[src/rtl/decode_queue.sv]
// RV32I decode queue: DEPTH-entry fetch FIFO whose head is decoded into a
// registered issue slot handed to the ROB/RS over a valid/ready handshake.
module decode_queue #(
  parameter int unsigned XLEN  = 32,
  parameter int unsigned DEPTH = 4,
  parameter int unsigned PTR_W = 2
) (
  input  logic             clock,
  input  logic             reset,
  input  logic             flush,
  input  logic             fetch_valid,
  input  logic [31:0]      fetch_instr,
  input  logic [XLEN-1:0]  fetch_pc,
  output logic             fetch_ready,
  output logic             issue_valid,
  input  logic             issue_ready,
  output logic [6:0]       op_type,
  output logic [2:0]       op_subtype,
  output logic             op_flag,
  output logic [XLEN-1:0]  imm,
  output logic [4:0]       rs1,
  output logic [4:0]       rs2,
  output logic [4:0]       rd,
  output logic             uses_rs1,
  output logic             uses_rs2,
  output logic             writes_rd,
  output logic             illegal,
  output logic [31:0]      instr_out,
  output logic [XLEN-1:0]  pc_out,
  output logic [PTR_W:0]   count
);

  localparam logic [PTR_W:0] FULL      = (PTR_W+1)'(DEPTH);
  localparam logic [6:0]     OPC_LUI   = 7'b0110111;
  localparam logic [6:0]     OPC_AUIPC = 7'b0010111;
  localparam logic [6:0]     OPC_JAL   = 7'b1101111;
  localparam logic [6:0]     OPC_JALR  = 7'b1100111;
  localparam logic [6:0]     OPC_BR    = 7'b1100011;
  localparam logic [6:0]     OPC_LOAD  = 7'b0000011;
  localparam logic [6:0]     OPC_STORE = 7'b0100011;
  localparam logic [6:0]     OPC_OPIMM = 7'b0010011;
  localparam logic [6:0]     OPC_OP    = 7'b0110011;
  localparam logic [6:0]     OPC_FENCE = 7'b0001111;

  logic [31:0]      q_instr [DEPTH];
  logic [XLEN-1:0]  q_pc    [DEPTH];
  logic [PTR_W-1:0] wr_ptr;
  logic [PTR_W-1:0] rd_ptr;
  logic             push;
  logic             pop;
  logic [31:0]      h_instr;

  logic [6:0]       d_type;
  logic [2:0]       d_sub;
  logic             d_flag;
  logic [31:0]      d_imm32;
  logic [4:0]       d_rs1;
  logic [4:0]       d_rs2;
  logic [4:0]       d_rd;
  logic             d_u1;
  logic             d_u2;
  logic             d_w;
  logic             d_ill;

  // Readiness is independent of a same-cycle pop, so a full queue stalls fetch.
  assign fetch_ready = !reset && (count != FULL);
  assign push        = fetch_valid && fetch_ready;
  assign pop         = (count != '0) && (!issue_valid || issue_ready);
  assign h_instr     = q_instr[rd_ptr];

  always_ff @(posedge clock) begin
    if (!reset && !flush && push) begin
      q_instr[wr_ptr] <= fetch_instr;
      q_pc[wr_ptr]    <= fetch_pc;
    end
  end

  // Head decode; immediates are built at 32 bits then sign-extended to XLEN.
  always_comb begin
    d_type  = h_instr[6:0];
    d_sub   = h_instr[14:12];
    d_flag  = 1'b0;
    d_imm32 = '0;
    d_rs1   = '0;
    d_rs2   = '0;
    d_rd    = '0;
    d_u1    = 1'b0;
    d_u2    = 1'b0;
    d_w     = 1'b0;
    d_ill   = 1'b0;
    case (h_instr[6:0])
      OPC_LUI, OPC_AUIPC: begin
        d_sub   = 3'b111;
        d_imm32 = {h_instr[31:12], 12'b0};
        d_rd    = h_instr[11:7];
        d_w     = 1'b1;
      end
      OPC_JAL: begin
        d_sub   = 3'b111;
        d_imm32 = {{11{h_instr[31]}}, h_instr[31], h_instr[19:12], h_instr[20],
                   h_instr[30:21], 1'b0};
        d_rd    = h_instr[11:7];
        d_w     = 1'b1;
      end
      OPC_JALR, OPC_LOAD: begin
        d_imm32 = {{20{h_instr[31]}}, h_instr[31:20]};
        d_rs1   = h_instr[19:15];
        d_u1    = 1'b1;
        d_rd    = h_instr[11:7];
        d_w     = 1'b1;
      end
      OPC_BR: begin
        d_imm32 = {{19{h_instr[31]}}, h_instr[31], h_instr[7], h_instr[30:25],
                   h_instr[11:8], 1'b0};
        d_rs1   = h_instr[19:15];
        d_rs2   = h_instr[24:20];
        d_u1    = 1'b1;
        d_u2    = 1'b1;
      end
      OPC_STORE: begin
        d_imm32 = {{20{h_instr[31]}}, h_instr[31:25], h_instr[11:7]};
        d_rs1   = h_instr[19:15];
        d_rs2   = h_instr[24:20];
        d_u1    = 1'b1;
        d_u2    = 1'b1;
      end
      OPC_OPIMM: begin
        if (h_instr[13:12] == 2'b01) begin
          d_imm32 = {27'b0, h_instr[24:20]};
          d_flag  = h_instr[30];
        end else begin
          d_imm32 = {{20{h_instr[31]}}, h_instr[31:20]};
        end
        d_rs1 = h_instr[19:15];
        d_u1  = 1'b1;
        d_rd  = h_instr[11:7];
        d_w   = 1'b1;
      end
      OPC_OP: begin
        d_flag = h_instr[30];
        d_rs1  = h_instr[19:15];
        d_rs2  = h_instr[24:20];
        d_u1   = 1'b1;
        d_u2   = 1'b1;
        d_rd   = h_instr[11:7];
        d_w    = 1'b1;
      end
      OPC_FENCE: d_imm32 = {24'b0, h_instr[27:20]};
      default: begin
        d_sub = 3'b111;
        d_ill = 1'b1;
      end
    endcase
    if (d_rd == 5'd0) d_w = 1'b0;
  end

  // Pointers, occupancy and issue slot; decoded fields hold when the slot empties.
  always_ff @(posedge clock) begin
    if (reset) begin
      wr_ptr      <= '0;
      rd_ptr      <= '0;
      count       <= '0;
      issue_valid <= 1'b0;
      op_type     <= '0;
      op_subtype  <= '0;
      op_flag     <= 1'b0;
      imm         <= '0;
      rs1         <= '0;
      rs2         <= '0;
      rd          <= '0;
      uses_rs1    <= 1'b0;
      uses_rs2    <= 1'b0;
      writes_rd   <= 1'b0;
      illegal     <= 1'b0;
      instr_out   <= '0;
      pc_out      <= '0;
    end else if (flush) begin
      wr_ptr      <= '0;
      rd_ptr      <= '0;
      count       <= '0;
      issue_valid <= 1'b0;
    end else begin
      if (push) wr_ptr <= wr_ptr + PTR_W'(1);
      if (pop) begin
        rd_ptr      <= rd_ptr + PTR_W'(1);
        issue_valid <= 1'b1;
        op_type     <= d_type;
        op_subtype  <= d_sub;
        op_flag     <= d_flag;
        imm         <= XLEN'($signed(d_imm32));
        rs1         <= d_rs1;
        rs2         <= d_rs2;
        rd          <= d_rd;
        uses_rs1    <= d_u1;
        uses_rs2    <= d_u2;
        writes_rd   <= d_w;
        illegal     <= d_ill;
        instr_out   <= h_instr;
        pc_out      <= q_pc[rd_ptr];
      end else if (issue_valid && issue_ready) begin
        issue_valid <= 1'b0;
      end
      count <= count + (PTR_W+1)'(push) - (PTR_W+1)'(pop);
    end
  end

endmodule

[config.mk]
export PLATFORM = sky130hd
export DESIGN_NAME = decode_queue
export DESIGN_NICKNAME = d
export VERILOG_FILES = /design/src/rtl/decode_queue.sv
export SDC_FILE = /design/constraint.sdc
export NUM_CORES = 1
export LEC_CHECK = 0
export CAP_MARGIN = 20
export CORE_ASPECT_RATIO = 1.4
export CORE_MARGIN = 5
export CORE_UTILIZATION = 45
export DETAILED_ROUTE_END_ITERATION = 6
export PLACE_DENSITY = 0.75
export SLEW_MARGIN = 10
export SYNTH_ARGS = -nofsm -noshare
export SYNTH_HDL_FRONTEND = slang
export SYNTH_SLANG_ARGS = --single-unit
export TNS_END_PERCENT = 20
[constraint.sdc]
create_clock -name clock -period 4.1 [get_ports clock]
set_input_delay 0.82 -clock clock [delete_from_list [all_inputs] [get_ports clock]]
set_output_delay 0.82 -clock clock [all_outputs]
set_load 0.02 [all_outputs]
==> impl_metrics.ini, run 1 <==
[clock_network]
path_clk_slew_ns = 0.06
cts_max_path_buffers = 3
htree_levels = 2
cts_tree = done
cts_made_buffers = 37
hold_buffers = 0
cts.sinks = 385
cts_resized = 0
clockRootBuffer = clkbuf_16
clkLatencyLatePin_ns = 0.52
cts_setup_buffers = 0

[worst_setup_path]
worst-path-max-fanout = 15
cp-endpoint = imm[17]
r2r_slack_ns = 1.14
crit_type = reg2reg
cp-end-kind = flip-flop
r2r_cells = 6
crit_arrival_ns = 3.41
crit_required_ns = 4.55
rr_endpoint = imm[17]
start_kind = flip-flop

[detailed_routing]
route.vias.total = 8421
via_per_inst = 5.38
drt-initial-drc-count = 434
wl_microns = 31900
ant_nets = 0
drtPass1Iterations = 5
avgRoutedWirePerCell_microns = 20.4
drc = 0

[sta]
drv_slew = 0
max_freq_mhz = 338
relSlewSlack_pct = 36.2
min_period_over_period_pct = 72.2
rsz0062_at_grt = false
final-setup-viol-count = 0
period_minus_slack_ns = 2.96
worst_pin_slew_ns = 0.958
tns_ns = 0
hold_viol_final = 0
finalClockSkew_ns = 0.0127
worst_hold_slack_ns = 0.452

[logic_synthesis]
synth_area_leader_cell = edfxtp_1
ys_seq_elements = 385
async_flop_share_pct = 0
ys.flop_type = edfxtp_1
synth_area_leaders = edfxtp_1 (54%), dfxtp_1 (18%), mux4_2 (9.9%)
ys_top_cells_by_count = edfxtp_1 (256), nand2_1 (172), dfxtp_1 (129)
synth_seq_area_share_pct = 71.7
avgSynthCellArea_sq_um = 15.1
yosysMostFrequentCell = edfxtp_1
yosys.area.top_type_share_pct = 53.6
yosysWarnings = 0
ys_types = 60
synth_edf_count = 256
synth_fp_nets = 1028
netlist_area_sq_mm = 0.0143
synthCells = 952

[die]
start_util_pct = 45.5
die-area_sq_mm = 0.0356
die_h_microns = 221
fp.dieW_microns = 161
core_sq_mm = 0.0315
ioPinCount = 200
num_rows = 77

[power_and_ir_drop]
peakVddDrop_mv = 0.362
power.density_mw_per_mm2 = 605
leakagePower_nw = 5.83

[layout]
diodes = 0
syn2layout_area_growth_pct = 25.5
final_util_pct = 57.1
drive_gt1_share_pct = 14.4
nNetsFinal = 1218
instances_no_fill = 1566
fillers = 2461

[global_routing]
grt_pass1_vias = 8809
overflow = 0
antenna_found_initial = 3
grt_max_degree = 81
grt_pass1_wl_microns = 49500
grtUsageTotal_pct = 17.6

[run]
timing.max_cap.violations = 0

[min_path]
hp-class = reg2reg
holdPathStages = 2

[placed_design]
gp_congestion = 0.814
port_buffers = 199
dp_hpwl_microns = 21200
placed_cells = 1498

[status]
outcome = complete, no violations
-- power breakdown --
| part | total (mW) | internal (mW) | switching, mW |
|---|---|---|---|
| clock | 3.51 | 2.12 | 1.38 |
| sequential | 4.75 | 4.47 | 0.275 |
| combinational | 2.63 | 1.18 | 1.45 |
| total | 10.9 | 7.78 | 3.11 |
-- worst max-delay path, stage by stage, from the launching register on --
cell and delay [ns]:
dfxtp_2 0.67, mux4_1 0.91, nor2_1 0.22, and4_1 0.49
o21bai_2 0.32, a21oi_1 0.12, o21ai_0 0.15
-- layout make-up --
cell class	count	area (sq um)	area share, %
repair buffers	213	2160	12.0
multi-input cells	494	3740	20.8
clock buffers	48	1050	5.84
flip-flops and latches	385	10300	57.1
inverters	11	41.3	0.230
clock inverters	20	225	1.25
well taps	395	494	2.75
-- per-layer routing --
layer	vias to the layer above	wire length [microns]	GRT usage, %
met5	-	41	0
met4	6	741	5.20
met3	60	1860	3.78
met2	275	17100	32.4
met1	4165	12100	20.7
li1	3915	-	-
-- flip-flops by register name, indices dropped and copies added (netlist names), 3 cells and up, named ones only --
name	cells
q_instr	128
rs2	5
rd	5
rs1	5
count	3
instr_out	26
imm	32
op_type	6
pc_out	32
op_subtype	3
q_pc	128
-- kinds of logic after synthesis --
kind of cell | share of synthesized area, %
AO/OA/AOI/OAI | 7.25
XOR/XNOR | 0.428
adder cells (fa/ha/maj) | 0.663
buffers and inverters | 2.43
flip-flops | 71.7
multiplexers | 10.1
AND/OR/NAND/NOR | 7.50
-- worst min-delay path by stage --
stage | endpoint | startpoint | slack (ns)
3_5_place_dp | imm[21] | imm[21] | 0.45
3_3_place_gp | imm[21] | imm[21] | 0.44
6_report | imm[18] | imm[18] | 0.45
4_1_cts | imm[18] | imm[18] | 0.45
2_1_floorplan | wr_ptr[1] | wr_ptr[1] | 0.47
5_1_grt | imm[18] | imm[18] | 0.48
-- stage by stage --
step | area (sq um) | setup WS (ns) | power [mW]
global route | 18000 | 0.861 | 11.4
global placement | 16700 | 1.08 | 7.44
detailed placement | 16700 | 1.06 | 7.49
finish | 18000 | 1.14 | 10.9
CTS | 18000 | 1.10 | 11.0
floorplan | 14300 | 0.322 | 6.41
-- layout by cell type (no fill, tap or decap), types with 4 or more instances in the layout --
cell type          n
a21oi_1          103
a22o_1             9
and2_4             4
and3_1             6
buf_12             5
buf_4             10
bufinv_16          5
clkbuf_1           5
clkbuf_16         39
clkbuf_8           4
clkdlybuf4s50_1  198
clkinv_1           5
clkinv_2           7
dfxtp_1          126
edfxtp_1         256
ha_1               6
inv_1             11
mux4_2            63
nand2_1          172
nor2_1            37
o21a_1             4
o21ai_0           13
o21ai_2           11
o22a_1             4
xnor2_1            5
Power figures use the tool's default switching activity.
==> inputs of run 2 (changes only) <==
--- a/config.mk
+++ b/config.mk
@@ -10,7 +10,7 @@
 export CORE_MARGIN = 5
 export CORE_UTILIZATION = 45
 export DETAILED_ROUTE_END_ITERATION = 6
-export PLACE_DENSITY = 0.75
+export PLACE_DENSITY = 0.77
 export SLEW_MARGIN = 10
 export SYNTH_ARGS = -nofsm -noshare
 export SYNTH_HDL_FRONTEND = slang
==> constraint.sdc (replaced) <==
create_clock -name clock -period 2.7 [get_ports clock]
set_input_delay 0.54 -clock clock [delete_from_list [all_inputs] [get_ports clock]]
set_output_delay 0.54 -clock clock [all_outputs]
set_load 0.02 [all_outputs]
==> impl_metrics.ini, run 2 (synthesis results as in run 1) <==
[worst_setup_path]
r2r_cells = 7
start_kind = flip-flop
crit_arrival_ns = 2.96
worst-path-max-fanout = 10
crit_type = reg2reg
crit_required_ns = 3.14
cp-end-kind = flip-flop

[sta]
worst_pin_slew_ns = 0.946
hold_viol_final = 0
max_freq_mhz = 397
rsz0062_at_grt = false
tns_ns = 0
finalClockSkew_ns = 0.0187
period_minus_slack_ns = 2.52
worst_hold_slack_ns = 0.387
relSlewSlack_pct = 36.9
min_period_over_period_pct = 93.3
final-setup-viol-count = 0
drv_slew = 0

[die]
start_util_pct = 45.5
ioPinCount = 200
core_sq_mm = 0.0315
num_rows = 77
die_h_microns = 221
die-area_sq_mm = 0.0356
fp.dieW_microns = 161

[placed_design]
port_buffers = 199
gp_congestion = 0.856
dp_hpwl_microns = 21800

[power_and_ir_drop]
seqPwrFrac_pct = 43.2
swShare_pct = 28.7
power.density_mw_per_mm2 = 904
p_int_mw = 11.7
clkPwrFrac_pct = 31.0
pwr-share-comb_pct = 25.8
peakVddDrop_mv = 0.552
p_switching_mw = 4.72
leakagePower_nw = 5.92

[layout]
syn2layout_area_growth_pct = 26.7
final_cell_mix = edfxtp_1 (256), clkdlybuf4s50_1 (198), nand2_1 (172)
top_regs = q_instr: 128 flops, q_pc: 128 flops
final_common_cell = edfxtp_1
nNetsFinal = 1234
drive_gt1_share_pct = 15.5

[run]
timing.max_cap.violations = 0

[detailed_routing]
wl_met1_microns = 12200
avgRoutedWirePerCell_microns = 20.2
dr_wl_met2_microns = 16900
wl_met3_microns = 2000
drt-initial-drc-count = 544
drtPass1Iterations = 5
ant_nets = 0
drc = 0
highest_layer = met5
via_per_inst = 5.40
route.vias.total = 8550
wl_microns = 32000

[clock_network]
cts_max_path_buffers = 3
clockRootBuffer = clkbuf_16
hold_buffers = 0
cts.sinks = 385
cts_made_buffers = 36
path_clk_slew_ns = 0.07
cts_tree = done
htree_levels = 2
clkLatencyLatePin_ns = 0.52

[global_routing]
grt_pass1_vias = 8978
grt_max_degree = 81
overflow = 0
grtUsageTotal_pct = 17.7
antenna_found_initial = 4
grt_pass1_wl_microns = 50100

[status]
outcome = complete, no violations

[min_path]
holdPathStages = 4
hp-class = in2reg
[run 2: changes by cell type in the layout (fill, tap and decap cells not counted), sizes merged]
cell	before	now
clkinvlp	2	1
clkinv	12	5
diode	0	1
clkbuf	48	55
bufinv	5	2
inv	12	14
buf	15	32
[run 2: worst paths after layout]
check                                   start            end  slack (ns)
worst max-delay path                flip-flop        imm[17]        0.18
worst min-delay path                    reset      wr_ptr[1]        0.39
worst max register to register      flip-flop        imm[17]        0.18
worst min register to register  instr_out[14]  instr_out[14]        0.45
[run 2: power by group through the flow]
stage                     Clock, mW  Combinational, mW  Sequential, mW
after floorplan                   0               2.08            7.65
after global placement            0               4.20            7.20
after detailed placement          0               4.26            7.22
after CTS                      5.20               4.28            7.10
after global routing           5.44               4.58            7.16
final                          5.09               4.24            7.09
[run 2: critical path, cell delays in order, from the launching register on]
cell and delay, ns:
dfxtp_4 0.43, buf_4 0.21, mux4_2 0.64, a211oi_1 0.37, nand2_1 0.20, a21oi_4 0.34
a21oi_1 0.07, o21ai_0 0.17
[run 2: timing repair]
action,CTS,global route
endpoints found under the setup margin,0,12
setup buffers,0,0
gates resized for setup,0,3
[run 2: per-layer routing]
| metal | vias up | GRT usage [%] |
|---|---|---|
| li1 | 3954 | - |
| met1 | 4251 | 20.9 |
| met4 | 6 | 5.62 |
| met5 | - | 0 |
| met3 | 62 | 4.30 |
| met2 | 277 | 31.8 |
[run 2: final cells by class]
cell class	instances	area, sq um
Antenna cell	1	2.50
Inverter	11	41.3
Tap cell	395	494
Sequential cell	385	10300
Clock buffer	55	1100
Fill cell	2420	13300
Multi-Input combinational cell	494	3750
Clock inverter	11	115
Timing Repair Buffer	230	2380
[run 2: per-stage QoR]
step	instance area [sq um]	std cells	util [%]	power (mW)	worst slack, ns
2_1_floorplan	14300	952	-	9.73	-0.0982
3_3_place_gp	16900	1515	53.8	11.4	0.0829
3_5_place_dp	16900	1515	53.8	11.5	0.0664
4_1_cts	18100	1581	57.6	16.6	0.148
5_1_grt	18200	1581	57.6	17.2	0.00942
6_report	18200	1582	57.6	16.4	0.181
==> patch: new RTL, config.mk and constraints of run 2 <==
Reset style: asynchronous (`reset`), changed in one clocked block.
--- a/src/rtl/decode_queue.sv
+++ b/src/rtl/decode_queue.sv
@@ -156,5 +156,5 @@
 
   // Pointers, occupancy and issue slot; decoded fields hold when the slot empties.
-  always_ff @(posedge clock) begin
+  always_ff @(posedge clock or posedge reset) begin
     if (reset) begin
       wr_ptr      <= '0;
Formal check against the unedited RTL: differs if reset is asserted again (counterexample within 4 cycles, from zero or initial values and one cycle with reset high); with reset held inactive, the same outputs for 4 cycles.
==> patch against run 2 <==
Die area grew 1.9%; setup slack lost 0.022 ns; largest power group unchanged; highest routed layer unchanged; final area grew 3.8%; core utilization grew 0.70 points; count of clock-buffer cells in the layout shrank 10; sequential cell count shrank 2; synthesized cell count shrank 2.9%; sequential power grew 7.6%; area after synthesis grew 2.0%; total power grew 17%; wire length grew 4.9%.
==> patch: results (changes against run 2) <==
[status]
outcome=finished, final reports clean

[global_routing]
antenna_found_initial=5  ; +1
grt_max_degree=47  ; -42%
grt_pass1_vias=9103  ; +1.4%
grt_usage=0.186  ; +0.00857
grtUsageMet3=0.0373  ; -0.00567

[logic_synthesis]
synthMuxAreaShare=0.0989  ; -0.00196
synth-seq-area-share=0.743  ; +0.0268
ys_types=50  ; -17%
synth_compound_area_frac=0.0419  ; -0.0306
synth_xor_area_frac=0.00360  ; -0.000682
synth_area_leaders=edfxtp_1 (53%), dfrtp_1 (22%), mux4_2 (9.7%)
synthCells=924  ; -2.9%

[pwr]
power_density_nw_per_um2=1020  ; +13%
irDropWorstVdd_v=0.000564  ; +2.3%
sw_frac_of_total=0.311  ; +0.0237
p_seq_mw=7.63  ; +7.6%

[timing]
worst_slew_pin_slew_ns=0.662  ; -0.284 ns
holdWs_ns=0.474  ; +0.0872 ns
finClkSkew_ns=0.0178  ; -0.000919 ns

[critical_path]
r2r-end=imm[23]$_DFFE_PP0P_
reg2regPathDepth=8  ; +1
worstPathArrival_ns=2.92  ; -0.04 ns

[layout]
layout.cells.non_filler=1636  ; +3.4%
drive_gt1_frac=0.170  ; +0.0150
finalNetCount=1241  ; +0.57%
nFillCells=2428  ; +0.33%

[placed_design]
hpwlAfterDp_um=23500  ; +7.7%
place_ws_ns=0.112  ; +0.0452 ns
dpl_cell_area_um2=17500  ; +3.4%

[routing]
wire_per_inst_um=20.5  ; +1.4%

[patch: changes by cell type after synthesis, sizes merged, moves of 8 or more]
cell,run 2,this run
dfrtp,0,127
clkbuf,35,27
dfxtp,129,0
a21oi,104,42
nand2,173,237
[patch: cells by family after synthesis]
group	Yosys count
XOR/XNOR	6
adder cells (fa/ha/maj)	7
flip-flops	383
multiplexers	64
AND/OR/NAND/NOR	312
AO/OA/AOI/OAI	94
buffers and inverters	58
[patch: final cells by class]
class,count,area [um^2],share of cell area
diodes,3,7.51,0.000398
clock buffers,45,1000,0.0532
clock inverters,21,318,0.0169
inverters,8,33.8,0.00179
multi-input cells,483,3500,0.186
flip-flops and latches,383,10900,0.577
well taps,440,551,0.0292
repair buffers,253,2560,0.136
[patch: critical path: stages, from the launching register on]
cell and delay, ns:
dfrtp_4 0.47, buf_4 0.18, mux4_2 0.61, buf_4 0.21, nand2b_1 0.12, nor2_1 0.08, o21bai_1 0.18, o21a_1 0.41
a21oi_1 0.13
